**src/rtl/lsu_stage.sv**
```systemverilog
// Load/store stage between execute and write-back. One memory transaction
// may be outstanding on the request/ack data bus. Execute is stalled while
// it is in flight, and a bus that never acknowledges is aborted by a timeout.
module lsu_stage #(
    parameter int BUS_TIMEOUT = 16
) (
    input  logic        clk,
    input  logic        rst,
    input  logic        ex_valid,
    input  logic        ex_is_load,
    input  logic        ex_is_store,
    input  logic [2:0]  ex_funct3,
    input  logic [31:0] ex_addr,
    input  logic [31:0] ex_sdata,
    input  logic [31:0] ex_wdata,
    input  logic [4:0]  ex_waddr,
    input  logic        ex_we,
    output logic        stall_o,
    output logic        bus_req,
    output logic        bus_we,
    output logic [31:0] bus_addr,
    output logic [31:0] bus_wdata,
    output logic [3:0]  bus_be,
    input  logic        bus_ack,
    input  logic [31:0] bus_rdata,
    output logic        wb_we,
    output logic [4:0]  wb_waddr,
    output logic [31:0] wb_wdata,
    output logic        misalign,
    output logic        bus_err
);

    typedef enum logic {IDLE, BUSY} state_t;

    state_t      state, state_next;
    logic [2:0]  funct3_q;
    logic [1:0]  addr_lo_q;
    logic [4:0]  waddr_q;
    logic        we_q;
    logic        is_load_q;
    logic [7:0]  tmo_cnt;

    logic        accept, is_mem, legal, misaligned, start_mem;
    logic        ack_hit, timeout;
    logic [3:0]  be_next;
    logic [31:0] wdata_next;
    logic [31:0] lane, load_data;

    assign stall_o = (state == BUSY);
    assign accept  = ex_valid && (state == IDLE);
    assign is_mem  = ex_is_load || ex_is_store;
    assign ack_hit = (state == BUSY) && bus_ack;
    assign timeout = (state == BUSY) && !bus_ack && (tmo_cnt == 8'(BUS_TIMEOUT - 1));
    assign start_mem = accept && is_mem && legal && !misaligned;

    // Classify the offered memory op and build its byte enables and lane-replicated store data
    always_comb begin
        legal      = 1'b0;
        misaligned = 1'b0;
        be_next    = 4'b1111;
        wdata_next = 32'h0;
        if (ex_is_load) begin
            legal = (ex_funct3 == 3'd0) || (ex_funct3 == 3'd1) || (ex_funct3 == 3'd2) ||
                    (ex_funct3 == 3'd4) || (ex_funct3 == 3'd5);
        end else begin
            legal = (ex_funct3 == 3'd0) || (ex_funct3 == 3'd1) || (ex_funct3 == 3'd2);
            case (ex_funct3[1:0])
                2'd0: begin
                    be_next    = 4'b0001 << ex_addr[1:0];
                    wdata_next = {4{ex_sdata[7:0]}};
                end
                2'd1: begin
                    be_next    = ex_addr[1] ? 4'b1100 : 4'b0011;
                    wdata_next = {2{ex_sdata[15:0]}};
                end
                default: begin
                    be_next    = 4'b1111;
                    wdata_next = ex_sdata;
                end
            endcase
        end
        if (ex_funct3[1:0] == 2'd1)
            misaligned = ex_addr[0];
        else if (ex_funct3[1:0] == 2'd2)
            misaligned = |ex_addr[1:0];
    end

    // Pick the addressed lane out of the read word and extend it to 32 bits
    always_comb begin
        lane      = bus_rdata >> {addr_lo_q, 3'b000};
        load_data = bus_rdata;
        case (funct3_q)
            3'd0:    load_data = {{24{lane[7]}}, lane[7:0]};
            3'd1:    load_data = {{16{lane[15]}}, lane[15:0]};
            3'd4:    load_data = {24'h0, lane[7:0]};
            3'd5:    load_data = {16'h0, lane[15:0]};
            default: load_data = bus_rdata;
        endcase
    end

    // Next state: enter BUSY on an aligned legal memory op, leave on ack or timeout
    always_comb begin
        state_next = state;
        case (state)
            IDLE:    if (start_mem) state_next = BUSY;
            BUSY:    if (ack_hit || timeout) state_next = IDLE;
            default: state_next = IDLE;
        endcase
    end

    // State register; reset discards any in-flight transaction
    always_ff @(posedge clk or negedge rst) begin
        if (!rst)
            state <= IDLE;
        else
            state <= state_next;
    end

    // Bus request registers, latched op context, timeout counter and write-back results
    always_ff @(posedge clk or negedge rst) begin
        if (!rst) begin
            bus_req   <= 1'b0;
            bus_we    <= 1'b0;
            bus_addr  <= 32'h0;
            bus_wdata <= 32'h0;
            bus_be    <= 4'h0;
            wb_we     <= 1'b0;
            wb_waddr  <= 5'h0;
            wb_wdata  <= 32'h0;
            misalign  <= 1'b0;
            bus_err   <= 1'b0;
            funct3_q  <= 3'h0;
            addr_lo_q <= 2'h0;
            waddr_q   <= 5'h0;
            we_q      <= 1'b0;
            is_load_q <= 1'b0;
            tmo_cnt   <= 8'h0;
        end else begin
            wb_we    <= 1'b0;
            misalign <= 1'b0;
            bus_err  <= 1'b0;
            if (accept) begin
                if (!is_mem) begin
                    wb_we    <= ex_we && (ex_waddr != 5'd0);
                    wb_waddr <= ex_waddr;
                    wb_wdata <= ex_wdata;
                end else if (legal && misaligned) begin
                    misalign <= 1'b1;
                end else if (legal) begin
                    funct3_q  <= ex_funct3;
                    addr_lo_q <= ex_addr[1:0];
                    waddr_q   <= ex_waddr;
                    we_q      <= ex_we;
                    is_load_q <= ex_is_load;
                    tmo_cnt   <= 8'h0;
                    bus_req   <= 1'b1;
                    bus_we    <= !ex_is_load;
                    bus_addr  <= {ex_addr[31:2], 2'b00};
                    bus_be    <= ex_is_load ? 4'b1111 : be_next;
                    bus_wdata <= ex_is_load ? 32'h0 : wdata_next;
                end
            end else if (state == BUSY) begin
                if (bus_ack) begin
                    bus_req <= 1'b0;
                    if (is_load_q) begin
                        wb_we    <= we_q && (waddr_q != 5'd0);
                        wb_waddr <= waddr_q;
                        wb_wdata <= load_data;
                    end
                end else if (timeout) begin
                    bus_req <= 1'b0;
                    bus_err <= 1'b1;
                end else begin
                    tmo_cnt <= tmo_cnt + 8'd1;
                end
            end
        end
    end

endmodule

```
**config.mk**
```make
export PLATFORM = sky130hd
export DESIGN_NAME = lsu_stage
export DESIGN_NICKNAME = d
export VERILOG_FILES = /design/src/rtl/lsu_stage.sv
export SDC_FILE = /design/constraint.sdc
export NUM_CORES = 1
export LEC_CHECK = 0
export CORE_MARGIN = 5
export CORE_UTILIZATION = 41
export DETAILED_ROUTE_END_ITERATION = 12
export MAX_ROUTING_LAYER = met4
export PLACE_DENSITY_LB_ADDON = 0.25
export SYNTH_ARGS = -nofsm -noshare
export SYNTH_HDL_FRONTEND = slang
export SYNTH_SLANG_ARGS = --single-unit
```
**constraint.sdc**
```tcl
create_clock -name clk -period 1.4 [get_ports clk]
set_input_delay 0.14 -clock clk [delete_from_list [all_inputs] [get_ports clk]]
set_output_delay 0.14 -clock clk [all_outputs]
set_load 0.1 [all_outputs]
```
# Yosys cells after proc, flatten, opt, wreduce, memory -nomap -nowiden
# Cells that the tools add are included.
# word_totals
out_inout_bits	111
wordCells	119
in_bits	143
regBits	129
# op_classes
n_addsub	1
eq_ne	16
n_mux	48
shifts	2
n_reduce_logical	33
bitwise	2
# op_table
cell	n
two-way mux 32 bit	6
case mux 32 bit (4 select lines)	1
case mux 32 bit (2 select lines)	1
two-way mux 8 bit	7
right shift 32 x 5 -> 16 bit	1
two-way mux 5 bit	5
two-way mux 1 bit	24
equality test 3 bit, second input constant	4
logical AND 1 bit	10
nonzero test 5 bit	2
adder 8 x 1 -> 8 bit, second input constant	1
equality test 8 x 4 -> 1 bit, second input constant	1
two-way mux 4 bit	2
case mux 4 bit (2 select lines)	1
AND reduction 4 bit	2
equality test 3 x 1 -> 1 bit, second input constant	2
zero test 3 bit	2
logical OR 1 bit	6
inequality test 2 x 1 -> 1 bit, second input constant	3
inequality test 2 bit, second input constant	3
AND reduction 6 bit	1
nonzero test 2 bit	3
AND reduction 5 bit	1
left shift 1 x 2 -> 4 bit, first input constant	1
other kinds (9)	12

# Longest topological paths before layout
# Gate-level depths: netlist of the first run.
# depth
ltp_word	10
mapped_depth	7
mapped_depth_nobuf	5

# Worst setup path after synthesis of the first run
# OpenSTA, ideal clock, no wires.
# synth_path
path_type	register to register
startpoint	reg state, in the netlist stall_o
endpoint	reg wb_wdata[26]
period_less_slack_ns	2.040
path_stages_with_launch	7
path_buffers	2
setup_ns	0.129
t_required_ns	1.271
arrival_time_ns	1.911
slack_ns	-0.640
cell_sequence	dfrtp_1 -> nor2b_1 -> buf_2 -> a21oi_2 -> buf_2 -> mux2i_1 -> a211oi_1
# synth_between
elab_chain_cells	4
word_cells_on_any_way	8
cone_classes	1 x eq/ne; 1 x mux; 1 x bitwise; 5 x reduce/logical
# synth_rtl
item	line_no	rtl
start, declared	35	state_t state, state_next;
start signal, assigned	116	state <= state_next;
NOT 1 bit	n/a	
logical AND 1 bit	50	assign accept = ex_valid && (state == IDLE);
inequality test 2 bit (no source line) / nonzero test 2 bit (equally long branches)	n/a	
AND reduction 4 bit (no source line)	n/a	
end signal, assigned	146	wb_wdata <= ex_wdata;
end signal, assigned	168	wb_wdata <= load_data;
end, declared	28	output logic [31:0] wb_wdata,
# Several ways; a longest one is shown, not always the timed one.
# A chain may end at the register's enable or synchronous reset.

# Final worst setup path of the first run
# layout_path
startpoint	reg state, in the netlist stall_o
endpoint	reg bus_addr[19]
# layout_between
elab_chain_cells	3
# layout_rtl
item	line_no	rtl
NOT 1 bit	n/a	
logical AND 1 bit	50	
AND reduction 4 bit (no source line)	n/a	
end signal, assigned	158	bus_addr <= {ex_addr[31:2], 2'b00};
end, declared	21	output logic [31:0] bus_addr,
# Every way passes these cells.

==> results of run 1 <==
-- power by group through the flow --
stage,clock (W),sequential [W],combinational [W]
floorplan,0,0.0123,0.00238
global placement,0,0.00604,0.0148
detailed placement,0,0.00609,0.0150
CTS,0.00499,0.00607,0.0154
global route,0.00519,0.00625,0.0163
finish,0.00494,0.00611,0.0159
-- worst max-delay path, cell delays in order, from the launching register on --
cell and delay (ns):
dfrtp_4 0.50, nor2b_4 0.19, o221ai_4 0.21, buf_12 0.22, buf_4 0.13, mux2_4 0.29
-- layout by cell type, fill, tap and decap left out, types with 24 or more instances in the layout --
master / synthesis / routed
buf_12: 0 / 125
buf_4: 6 / 95
dfrtp_1: 129 / 126
mux2i_1: 50 / 48
a21oi_1: 45 / 42
a211oi_1: 32 / 28
mux2_4: 42 / 45
nand2_1: 69 / 47
clkdlybuf4s50_1: 0 / 141
nand2b_1: 25 / 24
-- final timing paths --
check | slack [ns] | depth (start not counted) | endpoint
min reg2reg | 0.52 | 1 | we_q$_DFFE_PN0P_
max | -0.26 | 5 | bus_addr[19]$_DFFE_PN0P_
min in group clk | 0.33 | 2 | bus_addr[15]$_DFFE_PN0P_
max reg2reg | -0.26 | 5 | bus_addr[19]$_DFFE_PN0P_
min | 0.25 | 2 | wb_waddr[4]$_DFFE_PN0P_
max in group asynchronous | 0.59 | 3 | bus_wdata[17]$_DFFE_PN0P_
-- through the flow --
step           setup WS (ns)  setup TNS, ns  instance area (um2)
2_1_floorplan         -0.278         -29.70                 6890
3_3_place_gp          -0.763         -56.03                11300
3_5_place_dp          -0.928         -63.96                11300
4_1_cts               -0.181         -14.73                12300
5_1_grt               -0.287         -26.28                12900
6_report              -0.263         -21.38                12900
-- cells by family (layout without fill, tap and decap cells) --
| logic type | after synthesis | after routing |
|---|---|---|
| AND/OR/NAND/NOR | 144 | 144 |
| AO/OA/AOI/OAI | 193 | 193 |
| multiplexers | 99 | 99 |
| buffers and inverters | 60 | 412 |
| XOR/XNOR | 3 | 3 |
| flip-flops | 129 | 129 |
| adder cells (fa/ha/maj) | 1 | 1 |
| other | 1 | 3 |
-- routing by layer --
layer	up-vias	wire (um)	GRT usage
li1	3005	-	-
met1	3278	10200	0.314
met2	344	13200	0.424
met3	69	1800	0.0638
met4	0	1140	0.111
met5	-	0	-
-- timing repair --
item / CTS / global route
buffers inserted: 8 / 9
hold buffers: 1 / 0
endpoints found under the hold margin: 31 / 0
resized for setup: 61 / 93
endpoints found under the setup margin: 124 / 128
cloned: 0 / 4
pin swaps: 9 / 13
-- cells in the mapped netlist (all sizes together) (4+ instances only) --
library cell,number,area share
mux2i,50,0.073
clkbuf,24,0.013
dfrtp,129,0.47
nand2,69,0.038
a22o,6,0.0077
nor2,18,0.011
o211ai,19,0.021
a32oi,7,0.0090
nor2b,4,0.0037
inv,6,0.0033
a21oi,46,0.034
nand2b,25,0.023
mux2,49,0.10
nor3,5,0.0037
nand3,6,0.0044
o2bb2ai,7,0.0090
and3,4,0.0037
buf,30,0.031
o31ai,26,0.029
o21ai,40,0.029
a211oi,33,0.037
-- flip-flops by register name, indices dropped and copies added, names as in the netlist, 3 cells and up --
| signal | flops |
|---|---|
| tmo_cnt | 8 |
| wb_wdata | 32 |
| waddr_q | 5 |
| bus_wdata | 32 |
| bus_be | 4 |
| bus_addr | 30 |
| wb_waddr | 5 |
| funct3_q | 3 |
-- final cells by class --
| class | instances | area [um2] |
|---|---|---|
| clock inverter | 12 | 205 |
| sequential | 129 | 3230 |
| multi-input combinational | 442 | 3900 |
| timing repair buffer | 374 | 4850 |
| fill | 977 | 3540 |
| tap | 220 | 275 |
| inverter | 6 | 22.5 |
| antenna | 1 | 2.50 |
| clock buffer | 20 | 447 |
==> flow_metrics.env, run 1 <==
export IMPL_dp_cells=1150
export IMPL_die_area_um2=19300
export IMPL_syn_inst=630
export IMPL_switching_power_w=0.0128
export IMPL_ys_ff_latch=129
export IMPL_drt_iter0_markers=434
export IMPL_wire_per_inst_um=21.9
export IMPL_min_period_ns=1.66
export IMPL_setup_ws_ns=-0.263
export IMPL_core_area_um2=16500
export IMPL_drc=0
export IMPL_track_usage=0.262
export IMPL_synthAdderAreaFrac=0.00184
export IMPL_synthMuxAreaShare=0.178
export IMPL_seq_power_share=0.227
export IMPL_synth_edf_count=0
export IMPL_utilization=0.785
export IMPL_viasPerCell=5.56
export IMPL_grt_overflow_total=0
export IMPL_path_max_fanout=8
export IMPL_place_congestion=0.967
export IMPL_cp_startpoint="stall_o$_DFF_PN0_"
export IMPL_grt_max_degree=39
export IMPL_max_slew_margin=0.530
export IMPL_p_per_area_nw_per_um2=2080
export IMPL_vias=6696
export IMPL_intPower_w=0.0141
export IMPL_start_util=0.414
export IMPL_post_dp_hpwl_um=18500
export IMPL_wirelength_um=26300
export IMPL_avgSynthCellArea_um2=10.8
export IMPL_area_growth_pct=89.8
export IMPL_fin_nets=1114
export IMPL_drive_gt1_frac=0.413
export IMPL_power_ir_vdd_worst_v=0.00159
export IMPL_violations="negative setup slack"
export IMPL_antenna_found_initial=1
export IMPL_hold_class="input pin to async pin"
export IMPL_drt_first_pass_iters=5
export IMPL_clock_sinks=129
export IMPL_criticalPathCategory="flop to flop"
export IMPL_p_sw_frac=0.475
export IMPL_port_buffers=251
export IMPL_setup_viol=126
export IMPL_period_share=1.19
export IMPL_synth_compound_area_frac=0.192
export IMPL_synth_xor_area_share=0.00386
export IMPL_crit_path_end_kind="flop"
export IMPL_outcome="finished, violations left"
export IMPL_clockPowerShare=0.184
export IMPL_synth_simple_gate_area_frac=0.102
export IMPL_cts_tree="done"
export IMPL_worstSkewPairLatency_ns=0.42
export IMPL_worst_pin_slew_ns=0.705
export IMPL_cts_buffers_inserted=17
export IMPL_grt_pass1_wl_um=39000
export IMPL_comb_power_share=0.589
export IMPL_cts_root_buffer="clkbuf_16"
export IMPL_synth_top_family_by_area="compound AO/OA/AOI/OAI gates"
export IMPL_cap_violations=0
export IMPL_clockBufferDepth=2
export IMPL_r2r_start="stall_o$_DFF_PN0_"
export IMPL_holdWs_ns=0.251
export IMPL_dieWidth_um=139
export IMPL_h_tree_depth=4
export IMPL_ios=254
export IMPL_fmax_mhz=601
export IMPL_synth_ff_type="dfrtp_1"
export IMPL_ys_seq_area_frac=0.474
export IMPL_slew_violations=0
export IMPL_fin_cells=1204
export IMPL_rows=47
export IMPL_ys_warn_count=0
export IMPL_clk_pin_slew_worst_paths_ns=0.06
export IMPL_ant_nets=0
export IMPL_start_kind="flop"
export IMPL_grt_pass1_vias=7002
export IMPL_die_y_um=139
export IMPL_synthesis_area_um2=6810
export IMPL_finalHoldViolations=0
export IMPL_async_flop_share=1.00
export IMPL_rsz0062_at_grt="true"
export IMPL_worstPathRequired_ns=1.70
export IMPL_leakagePower_nw=5.73
export IMPL_yosysUniqueCellTypes=45
export IMPL_finalClockSkew_ns=0.00698
export IMPL_crit_arrival_ns=1.97
export IMPL_power_total_w=0.0269
Note: power is estimated with default switching activity, not from simulation.
==> run 2: changes to the inputs <==
--- a/config.mk
+++ b/config.mk
@@ -5,10 +5,8 @@
 export SDC_FILE = /design/constraint.sdc
 export NUM_CORES = 1
 export LEC_CHECK = 0
-export CORE_MARGIN = 5
-export CORE_UTILIZATION = 41
+export CORE_UTILIZATION = 48
 export DETAILED_ROUTE_END_ITERATION = 12
-export MAX_ROUTING_LAYER = met4
 export PLACE_DENSITY_LB_ADDON = 0.25
 export SYNTH_ARGS = -nofsm -noshare
 export SYNTH_HDL_FRONTEND = slang
==> constraint.sdc (replaced) <==
create_clock -name clk -period 2.15 [get_ports clk]
set_input_delay 0.215 -clock clk [delete_from_list [all_inputs] [get_ports clk]]
set_output_delay 0.215 -clock clk [all_outputs]
set_load 0.1 [all_outputs]
==> run 2 against run 1 <==
The flow now finishes without violations. Hold slack gained 0.16 ns. Maximum frequency decreased by 13%. Largest power group unchanged. Via count is 11% lower. Global-route usage grew 0.70 points. Clock skew is 0.0035 ns higher. Largest cell class is now multi-input gates. Routed wire length shrank 25%. Register-to-register slack better by 0.51 ns. Setup slack better by 0.51 ns.
==> flow_metrics.env, run 2 (synthesis gave the netlist of run 1 again) <==
export IMPL_cap_violations=0
export IMPL_ios=254
export IMPL_cts_root_buffer="clkbuf_16"
export IMPL_post_dp_hpwl_um=14000
export IMPL_drt_first_pass_iters=5
export IMPL_vias=5983
export IMPL_drive_gt1_frac=0.254
export IMPL_dieWidth_um=121
export IMPL_grt_max_degree=130
export IMPL_grt_pass1_vias=5982
export IMPL_ant_nets=0
export IMPL_track_usage=0.269
export IMPL_finalHoldViolations=0
export IMPL_n_fill_cell=989
export IMPL_fin_cells=1069
export IMPL_area_growth_pct=45.7
export IMPL_top_regs="bus_wdata (32), wb_wdata (32), bus_addr (30)"
export IMPL_power_ir_vdd_worst_v=0.000818
export IMPL_clock_sinks=129
export IMPL_die_area_um2=14700
export IMPL_port_buffers=251
export IMPL_viasPerCell=5.60
export IMPL_rows=43
export IMPL_cts_buffers_inserted=17
export IMPL_finalClockSkew_ns=0.0105
export IMPL_setup_viol=0
export IMPL_antennaDiodeCount=0
export IMPL_h_tree_depth=4
export IMPL_outcome="finished, final reports clean"
export IMPL_die_y_um=121
export IMPL_holdWs_ns=0.410
export IMPL_cts_tree="done"
export IMPL_place_congestion=0.867
export IMPL_power_total_w=0.0146
export IMPL_antenna_found_initial=0
export IMPL_start_util=0.491
export IMPL_dp_cells=1036
export IMPL_criticalPathCategory="flop to flop"
export IMPL_clockBufferDepth=2
export IMPL_worstPathRequired_ns=2.40
export IMPL_hold_class="input pin to flop"
export IMPL_crit_arrival_ns=2.15
export IMPL_grt_overflow_total=0
export IMPL_min_period_ns=1.91
export IMPL_core_area_um2=13900
export IMPL_wire_per_inst_um=18.4
export IMPL_tns_ns=0
export IMPL_fin_nets=1020
export IMPL_period_share=0.886
export IMPL_leakagePower_nw=4.60
export IMPL_wirelength_um=19700
export IMPL_most_common_layout_cells="141 x clkdlybuf4s50_1, 133 x buf_4, 129 x dfrtp_1"
export IMPL_slew_violations=0
export IMPL_max_slew_margin=0.506
export IMPL_post_cts_setup_buffers=0
export IMPL_path_max_fanout=16
export IMPL_clk_pin_slew_worst_paths_ns=0.06
export IMPL_start_kind="flop"
export IMPL_rsz0062_at_grt="false"
export IMPL_fmax_mhz=525
export IMPL_crit_path_end_kind="flop"
export IMPL_grt_pass1_wl_um=30500
export IMPL_p_per_area_nw_per_um2=1470
export IMPL_worst_pin_slew_ns=0.741
export IMPL_final_common_cell="clkdlybuf4s50_1"
export IMPL_worstSkewPairLatency_ns=0.42
export IMPL_drc=0
export IMPL_drt_iter0_markers=496
[run 2: worst max-delay path, stage by stage, from the launching register on]
cell and delay [ns]:
dfrtp_1 0.45, mux2i_1 0.22, o21ai_0 0.18, a211oi_4 0.70
a211oi_1 0.19
[run 2: timing repair]
item / 4_1_cts / 5_1_grt
endpoints found under the setup margin: 0 / 16
gates resized for setup: 0 / 1
hold buffers: 1 / 0
hold endpoints to repair: 129 / 0
[run 2: area by class of cell]
type / count / area, um2 / area share
Sequential cell: 129 / 3230 / 0.325
Timing Repair Buffer: 280 / 2520 / 0.254
Inverter: 6 / 22.5 / 0.00227
Tap cell: 180 / 225 / 0.0227
Clock inverter: 11 / 176 / 0.0178
Multi-Input combinational cell: 442 / 3280 / 0.331
Clock buffer: 21 / 470 / 0.0474
[run 2: power by group]
part | leakage (nW) | switching [W] | internal [W]
Clock | 0.314 | 0.00109 | 0.00204
Sequential | 1.59 | 0.000474 | 0.00312
Combinational | 2.69 | 0.00593 | 0.00191
Total | 4.60 | 0.00750 | 0.00708
[run 2: worst paths after layout]
check,startpoint,end,slack [ns],depth (start not counted)
max in group asynchronous,rst,bus_addr[9]$_DFFE_PN0P_,1.14,3
max,addr_lo_q[0]$_DFFE_PN0P_,wb_wdata[31]$_DFFE_PN0P_,0.24,4
max reg2reg,addr_lo_q[0]$_DFFE_PN0P_,wb_wdata[31]$_DFFE_PN0P_,0.24,4
min,ex_addr[25],bus_addr[25]$_DFFE_PN0P_,0.41,2
min reg2reg,wb_wdata[5]$_DFFE_PN0P_,wb_wdata[5]$_DFFE_PN0P_,0.48,2
min in group asynchronous,rst,wb_wdata[25]$_DFFE_PN0P_,0.43,3
[run 2: stage by stage]
| step | setup slack [ns] | cell area (um2) | utilization |
|---|---|---|---|
| floorplan | 0.110 | 6820 | - |
| global placement | -0.0733 | 9260 | 0.667 |
| detailed placement | -0.151 | 9260 | 0.667 |
| CTS | 0.0967 | 9920 | 0.715 |
| global route | 0.104 | 9930 | 0.715 |
| finish | 0.245 | 9930 | 0.715 |
[run 2: metal layers]
metal / up-vias / GRT usage / share of wire
li1: 2796 / - / -
met1: 2891 / 0.331 / 0.41
met2: 257 / 0.449 / 0.48
met3: 39 / 0.0677 / 0.081
met4: 0 / 0.113 / 0.027
met5: - / 0 / 0
